--- config.mk ---
export PLATFORM = sky130hd
export DESIGN_NAME = ahb_ram_slave_if
export DESIGN_NICKNAME = d
export VERILOG_FILES = /design/src/rtl/ahb_pkg.sv /design/src/rtl/ahb_addr_check.sv /design/src/rtl/ahb_ram_slave_if.sv
export SDC_FILE = /design/constraint.sdc
export NUM_CORES = 1
export LEC_CHECK = 0
export BUFFER_PORTS_ARGS = -buffer_cell sky130_fd_sc_hd__buf_2
export CORE_MARGIN = 5
export CORE_UTILIZATION = 49
export CTS_BUF_LIST = sky130_fd_sc_hd__clkbuf_4
export DETAILED_ROUTE_END_ITERATION = 8
export PLACE_DENSITY = 0.83
export SYNTH_ARGS = -nofsm -noshare
export SYNTH_HDL_FRONTEND = slang
export SYNTH_SLANG_ARGS = --single-unit
--- constraint.sdc ---
create_clock -name clk -period 2.5 [get_ports clk]
set_clock_uncertainty 0.05 [all_clocks]
set_input_delay 0.25 -clock clk [delete_from_list [all_inputs] [get_ports clk]]
set_output_delay 0.25 -clock clk [all_outputs]
set_load 0.01 [all_outputs]
--- src/rtl/ahb_pkg.sv ---
// Shared AHB-Lite encodings and the RAM slave state enumeration.
// Used by ahb_ram_slave_if and ahb_addr_check.
package ahb_pkg;

  localparam logic [1:0] HTRANS_IDLE   = 2'b00;
  localparam logic [1:0] HTRANS_BUSY   = 2'b01;
  localparam logic [1:0] HTRANS_NONSEQ = 2'b10;
  localparam logic [1:0] HTRANS_SEQ    = 2'b11;

  localparam logic [2:0] HSIZE_BYTE = 3'b000;
  localparam logic [2:0] HSIZE_HALF = 3'b001;
  localparam logic [2:0] HSIZE_WORD = 3'b010;

  localparam logic HRESP_OKAY  = 1'b0;
  localparam logic HRESP_ERROR = 1'b1;

  typedef enum logic [2:0] {
    ST_IDLE,
    ST_WR,
    ST_RD_ISSUE,
    ST_RD_DONE,
    ST_ERR1,
    ST_ERR2
  } slv_state_t;

  // Only NONSEQ and SEQ carry a real transfer.
  function automatic logic trans_active(input logic [1:0] htrans);
    case (htrans)
      HTRANS_IDLE, HTRANS_BUSY: return 1'b0;
      default:                  return 1'b1;
    endcase
  endfunction

  // Unsupported sizes report 1 byte; the size check flags them separately.
  function automatic logic [2:0] size_bytes(input logic [2:0] hsize);
    case (hsize)
      HSIZE_BYTE: return 3'd1;
      HSIZE_HALF: return 3'd2;
      HSIZE_WORD: return 3'd4;
      default:    return 3'd1;
    endcase
  endfunction

endpackage

--- src/rtl/ahb_addr_check.sv ---
// Combinational legality check for an AHB transfer into the RAM window.
// AHB_SLV_ALIGN_CHECK_EN additionally rejects misaligned halfword/word accesses.
module ahb_addr_check
  import ahb_pkg::*;
#(
  parameter int RAM_BYTES = 64,
  parameter int ADDR_W    = 32
) (
  input  logic [ADDR_W-1:0] haddr,
  input  logic [2:0]        hsize,
  output logic              err
);

  logic [ADDR_W:0] last_byte;
  logic            size_err;
  logic            range_err;
  logic            align_err;

  always_comb begin
    size_err  = hsize > HSIZE_WORD;
    // One extra bit so an access running past the top of the address space cannot wrap.
    last_byte = {1'b0, haddr} + (ADDR_W+1)'(size_bytes(hsize)) - (ADDR_W+1)'(1);
    range_err = last_byte >= (ADDR_W+1)'(RAM_BYTES);
`ifdef AHB_SLV_ALIGN_CHECK_EN
    align_err = ((hsize == HSIZE_HALF) && haddr[0]) ||
                ((hsize == HSIZE_WORD) && (haddr[1:0] != 2'b00));
`else
    align_err = 1'b0;
`endif
    err = size_err | range_err | align_err;
  end

endmodule

--- src/rtl/ahb_ram_slave_if.sv ---
// AHB-Lite slave front-end for the byte-addressed data RAM: zero-wait writes,
// one-wait reads, two-cycle ERROR for illegal transfers (see AHB_SLV_ALIGN_CHECK_EN).
module ahb_ram_slave_if
  import ahb_pkg::*;
#(
  parameter int RAM_BYTES = 64,
  parameter int ADDR_W    = 32
) (
  input  logic              clk,
  input  logic              reset,
  input  logic              hsel,
  input  logic [ADDR_W-1:0] haddr,
  input  logic [1:0]        htrans,
  input  logic              hwrite,
  input  logic [2:0]        hsize,
  input  logic              hsigned,
  input  logic              hready,
  input  logic [31:0]       hwdata,
  output logic [31:0]       hrdata,
  output logic              hreadyout,
  output logic              hresp,
  output logic              sel_1,
  output logic              rd_en_ram,
  output logic              wr_en_ram,
  output logic [ADDR_W-1:0] address_ram,
  output logic [2:0]        hsize_ram,
  output logic              is_signed,
  output logic [31:0]       wr_data,
  input  logic [31:0]       rd_data
);

  slv_state_t state;
  logic       addr_err;
  logic       can_accept;
  logic       accept;

  ahb_addr_check #(
    .RAM_BYTES (RAM_BYTES),
    .ADDR_W    (ADDR_W)
  ) u_addr_check (
    .haddr (haddr),
    .hsize (hsize),
    .err   (addr_err)
  );

  // Bus inputs are only looked at in states that drive hreadyout high.
  assign can_accept = (state == ST_IDLE) || (state == ST_WR) ||
                      (state == ST_RD_DONE) || (state == ST_ERR2);
  assign accept     = can_accept && hsel && hready && trans_active(htrans);

  assign hrdata  = (state == ST_RD_DONE) ? rd_data : 32'h0;
  assign wr_data = wr_en_ram ? hwdata : 32'h0;

  always_ff @(posedge clk or negedge reset) begin
    if (!reset) begin
      state       <= ST_IDLE;
      hreadyout   <= 1'b1;
      hresp       <= HRESP_OKAY;
      sel_1       <= 1'b0;
      rd_en_ram   <= 1'b0;
      wr_en_ram   <= 1'b0;
      address_ram <= '0;
      hsize_ram   <= 3'b000;
      is_signed   <= 1'b0;
    end else begin
      case (state)
        ST_RD_ISSUE: begin
          state     <= ST_RD_DONE;
          sel_1     <= 1'b0;
          rd_en_ram <= 1'b0;
          wr_en_ram <= 1'b0;
          hreadyout <= 1'b1;
          hresp     <= HRESP_OKAY;
        end
        ST_ERR1: begin
          state     <= ST_ERR2;
          sel_1     <= 1'b0;
          rd_en_ram <= 1'b0;
          wr_en_ram <= 1'b0;
          hreadyout <= 1'b1;
          hresp     <= HRESP_ERROR;
        end
        default: begin
          state     <= ST_IDLE;
          sel_1     <= 1'b0;
          rd_en_ram <= 1'b0;
          wr_en_ram <= 1'b0;
          hreadyout <= 1'b1;
          hresp     <= HRESP_OKAY;
          if (accept) begin
            address_ram <= haddr;
            hsize_ram   <= hsize;
            is_signed   <= hsigned;
            if (addr_err) begin
              state     <= ST_ERR1;
              hreadyout <= 1'b0;
              hresp     <= HRESP_ERROR;
            end else if (hwrite) begin
              state     <= ST_WR;
              sel_1     <= 1'b1;
              wr_en_ram <= 1'b1;
            end else begin
              state     <= ST_RD_ISSUE;
              sel_1     <= 1'b1;
              rd_en_ram <= 1'b1;
              hreadyout <= 1'b0;
            end
          end
        end
      endcase
    end
  end

endmodule

==> results.json <==
{
  "critPathLaunchType": "input pin",
  "drtAntennaViolNets": 0,
  "wl_per_cell_um": 19.0,
  "max_slew.worst_pin.slew_ps": 1040,
  "final-seq-area_sq_um": 1080,
  "whs_ps": 26.9,
  "syn_area_sq_um": 4640,
  "syn_nets": 751,
  "coreArea_sq_um": 9240,
  "drcViolationCount": 0,
  "die_area_sq_um": 11500,
  "grt_pass1_vias": 6171,
  "slew_violations": 0,
  "drive_gt1_frac": 0.470,
  "violations": "setup timing",
  "design_power_total_w": 0.00361,
  "synth_common_cells": "nand2_1, and2_1, o21ai_0, inv_1, dfrtp_1",
  "drt-initial-drc-count": 476,
  "cap_violations": 0,
  "synth_top_area_share": 0.227,
  "fillerInstances": 676,
  "ios": 212,
  "power_leakage_nw": 3.98,
  "fin_crit_ps": 3630,
  "ctsRootBufferMaster": "clkbuf_4",
  "place.port_buffers": 210,
  "peakVddDrop_uv": 541,
  "dp.cells": 1090,
  "yosysUniqueCellTypes": 84,
  "final_cell_area_sq_um": 7360,
  "ys_seq_area_frac": 0.232,
  "num_vias": 6272,
  "grt_pass1_wl_um": 32200,
  "fp.dieW_um": 107,
  "cts_buffer_depth": 2,
  "cp-end-kind": "flop",
  "required_ps": 2720,
  "critPathMaxFanout": 4,
  "rows": 35,
  "yosys_warnings": 0,
  "fin_util": 0.796,
  "layout.nets": 1117,
  "synth_edf_count": 0,
  "grt_max_degree": 45,
  "worst_slack_ps": -1130,
  "final-hold-violation-count": 0,
  "dpl.hpwl_um": 17500,
  "initial_utilization": 0.502,
  "post-route-period-util": 1.45,
  "cts_buffers": 5,
  "numClockSinks": 43,
  "syn_inst": 609,
  "status": "finished with violations",
  "rsz0062_at_grt": "true",
  "place_area_sq_um": 7040,
  "avgViaCountPerCell": 5.67,
  "fmax_ghz": 0.276,
  "gp_congestion": 1.00,
  "path_class": "input pin to flop",
  "htree_levels": 2,
  "multi_input_area_sq_um": 3400,
  "grt.total_usage": 0.355,
  "yosys-top-cells-area": "dfrtp_1, ha_1, and2_1",
  "die_h_um": 107,
  "area.growth.synth_to_final_pct": 58.6,
  "drt-total-wl_um": 21100,
  "arrival_ps": 3850,
  "ys_ff_latch": 43,
  "clk-insertion-delay-late_ps": 360,
  "power.density_nw_per_um2": 490,
  "setup_viol": 7,
  "antenna_found_initial": 1,
  "hp-class": "input pin to flop",
  "synthMostInstantiatedCell": "nand2_1",
  "avgSynthCellArea_sq_um": 7.62,
  "grt_overflow": 0,
  "synthArstFlopShare": 1.00,
  "ys.flop_type": "dfrtp_1",
  "instances_no_fill": 1106,
  "max-slew-margin-rel": 0.304,
  "synth_largest_area_cell": "dfrtp_1",
  "firstDrtPassIters": 6,
  "tritoncts": "yes",
  "clk_pin_slew_worst_paths_ps": 160
}
-- layer usage --
metal	wire, um	vias to the layer above	GRT usage
met5	0	-	0
li1	-	2924	-
met2	9710	349	0.584
met4	1200	0	0.191
met1	8150	2920	0.437
met3	2010	79	0.0702
-- critical path, stage by stage --
cell	delay [ps]
buf_6	90
or3b_4	410
ha_4	280
inv_2	40
ha_4	150
inv_2	50
fa_2	210
nor2b_4	50
o31a_4	350
o211ai_1	250
a21oi_1	120
o31ai_2	240
nand4_1	140
or4_4	550
buf_6	140
or3_4	340
o22a_1	180
-- through the flow --
step | setup TNS [ps] | setup slack, ps
after detailed placement | -10850 | -1630
after global routing | -8260 | -1260
after CTS | -7220 | -1150
after global placement | -10440 | -1580
after floorplan | -7810 | -1220
final | -7250 | -1130
-- cells by family after synthesis --
kind of cell / count (synthesis) / share of synthesized area
XOR/XNOR: 7 / 0.0132
AND/OR/NAND/NOR: 252 / 0.295
adder cells (fa/ha/maj): 36 / 0.0982
flip-flops: 43 / 0.232
multiplexers: 8 / 0.0186
buffers and inverters: 82 / 0.0788
AO/OA/AOI/OAI: 181 / 0.264
-- final cells by class --
cell class / instances / area share
clock buffers: 5 / 0.00510
multi-input cells: 484 / 0.461
flip-flops and latches: 43 / 0.146
repair buffers: 390 / 0.332
clock inverters: 3 / 0.00646
well taps: 129 / 0.0219
inverters: 51 / 0.0260
diodes: 1 / 0.000340
-- layout by cell type (no fill, tap or decap), types with 8 or more instances in the layout --
| cell type | instances |
|---|---|
| buf_2 | 208 |
| buf_4 | 174 |
| nand2_1 | 69 |
| and2_1 | 67 |
| o21ai_0 | 49 |
| inv_1 | 48 |
| dfrtp_1 | 42 |
| a21oi_1 | 39 |
| ha_1 | 30 |
| nor2_1 | 29 |
| nor3_1 | 14 |
| nand4_1 | 14 |
| nand3_1 | 13 |
| o211ai_1 | 8 |
-- state kept, by name, indices dropped and copies added, names as in the netlist --
| register | cells |
|---|---|
| address_ram | 32 |
| is_signed | 1 |
| hsize_ram | 3 |
| sel_1 | 1 |
| wr_en_ram | 1 |
| rd_en_ram | 1 |
| hresp | 1 |
| hreadyout | 1 |
| state | 2 |
-- final timing paths --
check / start / slack (ps) / depth (start not counted) / end
max: hsize[1] / -1130 / 17 / hresp
min: hsigned / 30 / 2 / is_signed
max reg2reg: state[0] / 530 / 6 / address_ram[13]
min reg2reg: address_ram[26] / 440 / 2 / address_ram[26]
max in group asynchronous: reset / 1200 / 2 / address_ram[23]
min in group asynchronous: reset / 510 / 2 / address_ram[7]
-- where the power goes --
| part | internal [W] | switching (W) |
|---|---|---|
| Clock | 0.000216 | 0.000285 |
| Sequential | 0.000958 | 0.000146 |
| Combinational | 0.000928 | 0.00108 |
| Total | 0.00210 | 0.00151 |
-- timing repair --
item / CTS / global route
buffers inserted: 3 / 3
setup endpoints to repair: 7 / 7
endpoints found under the hold margin: 26 / 0
pin swaps: 10 / 17
hold buffers: 1 / 0
resized for setup: 23 / 16
(Power assumes the default switching activity.)
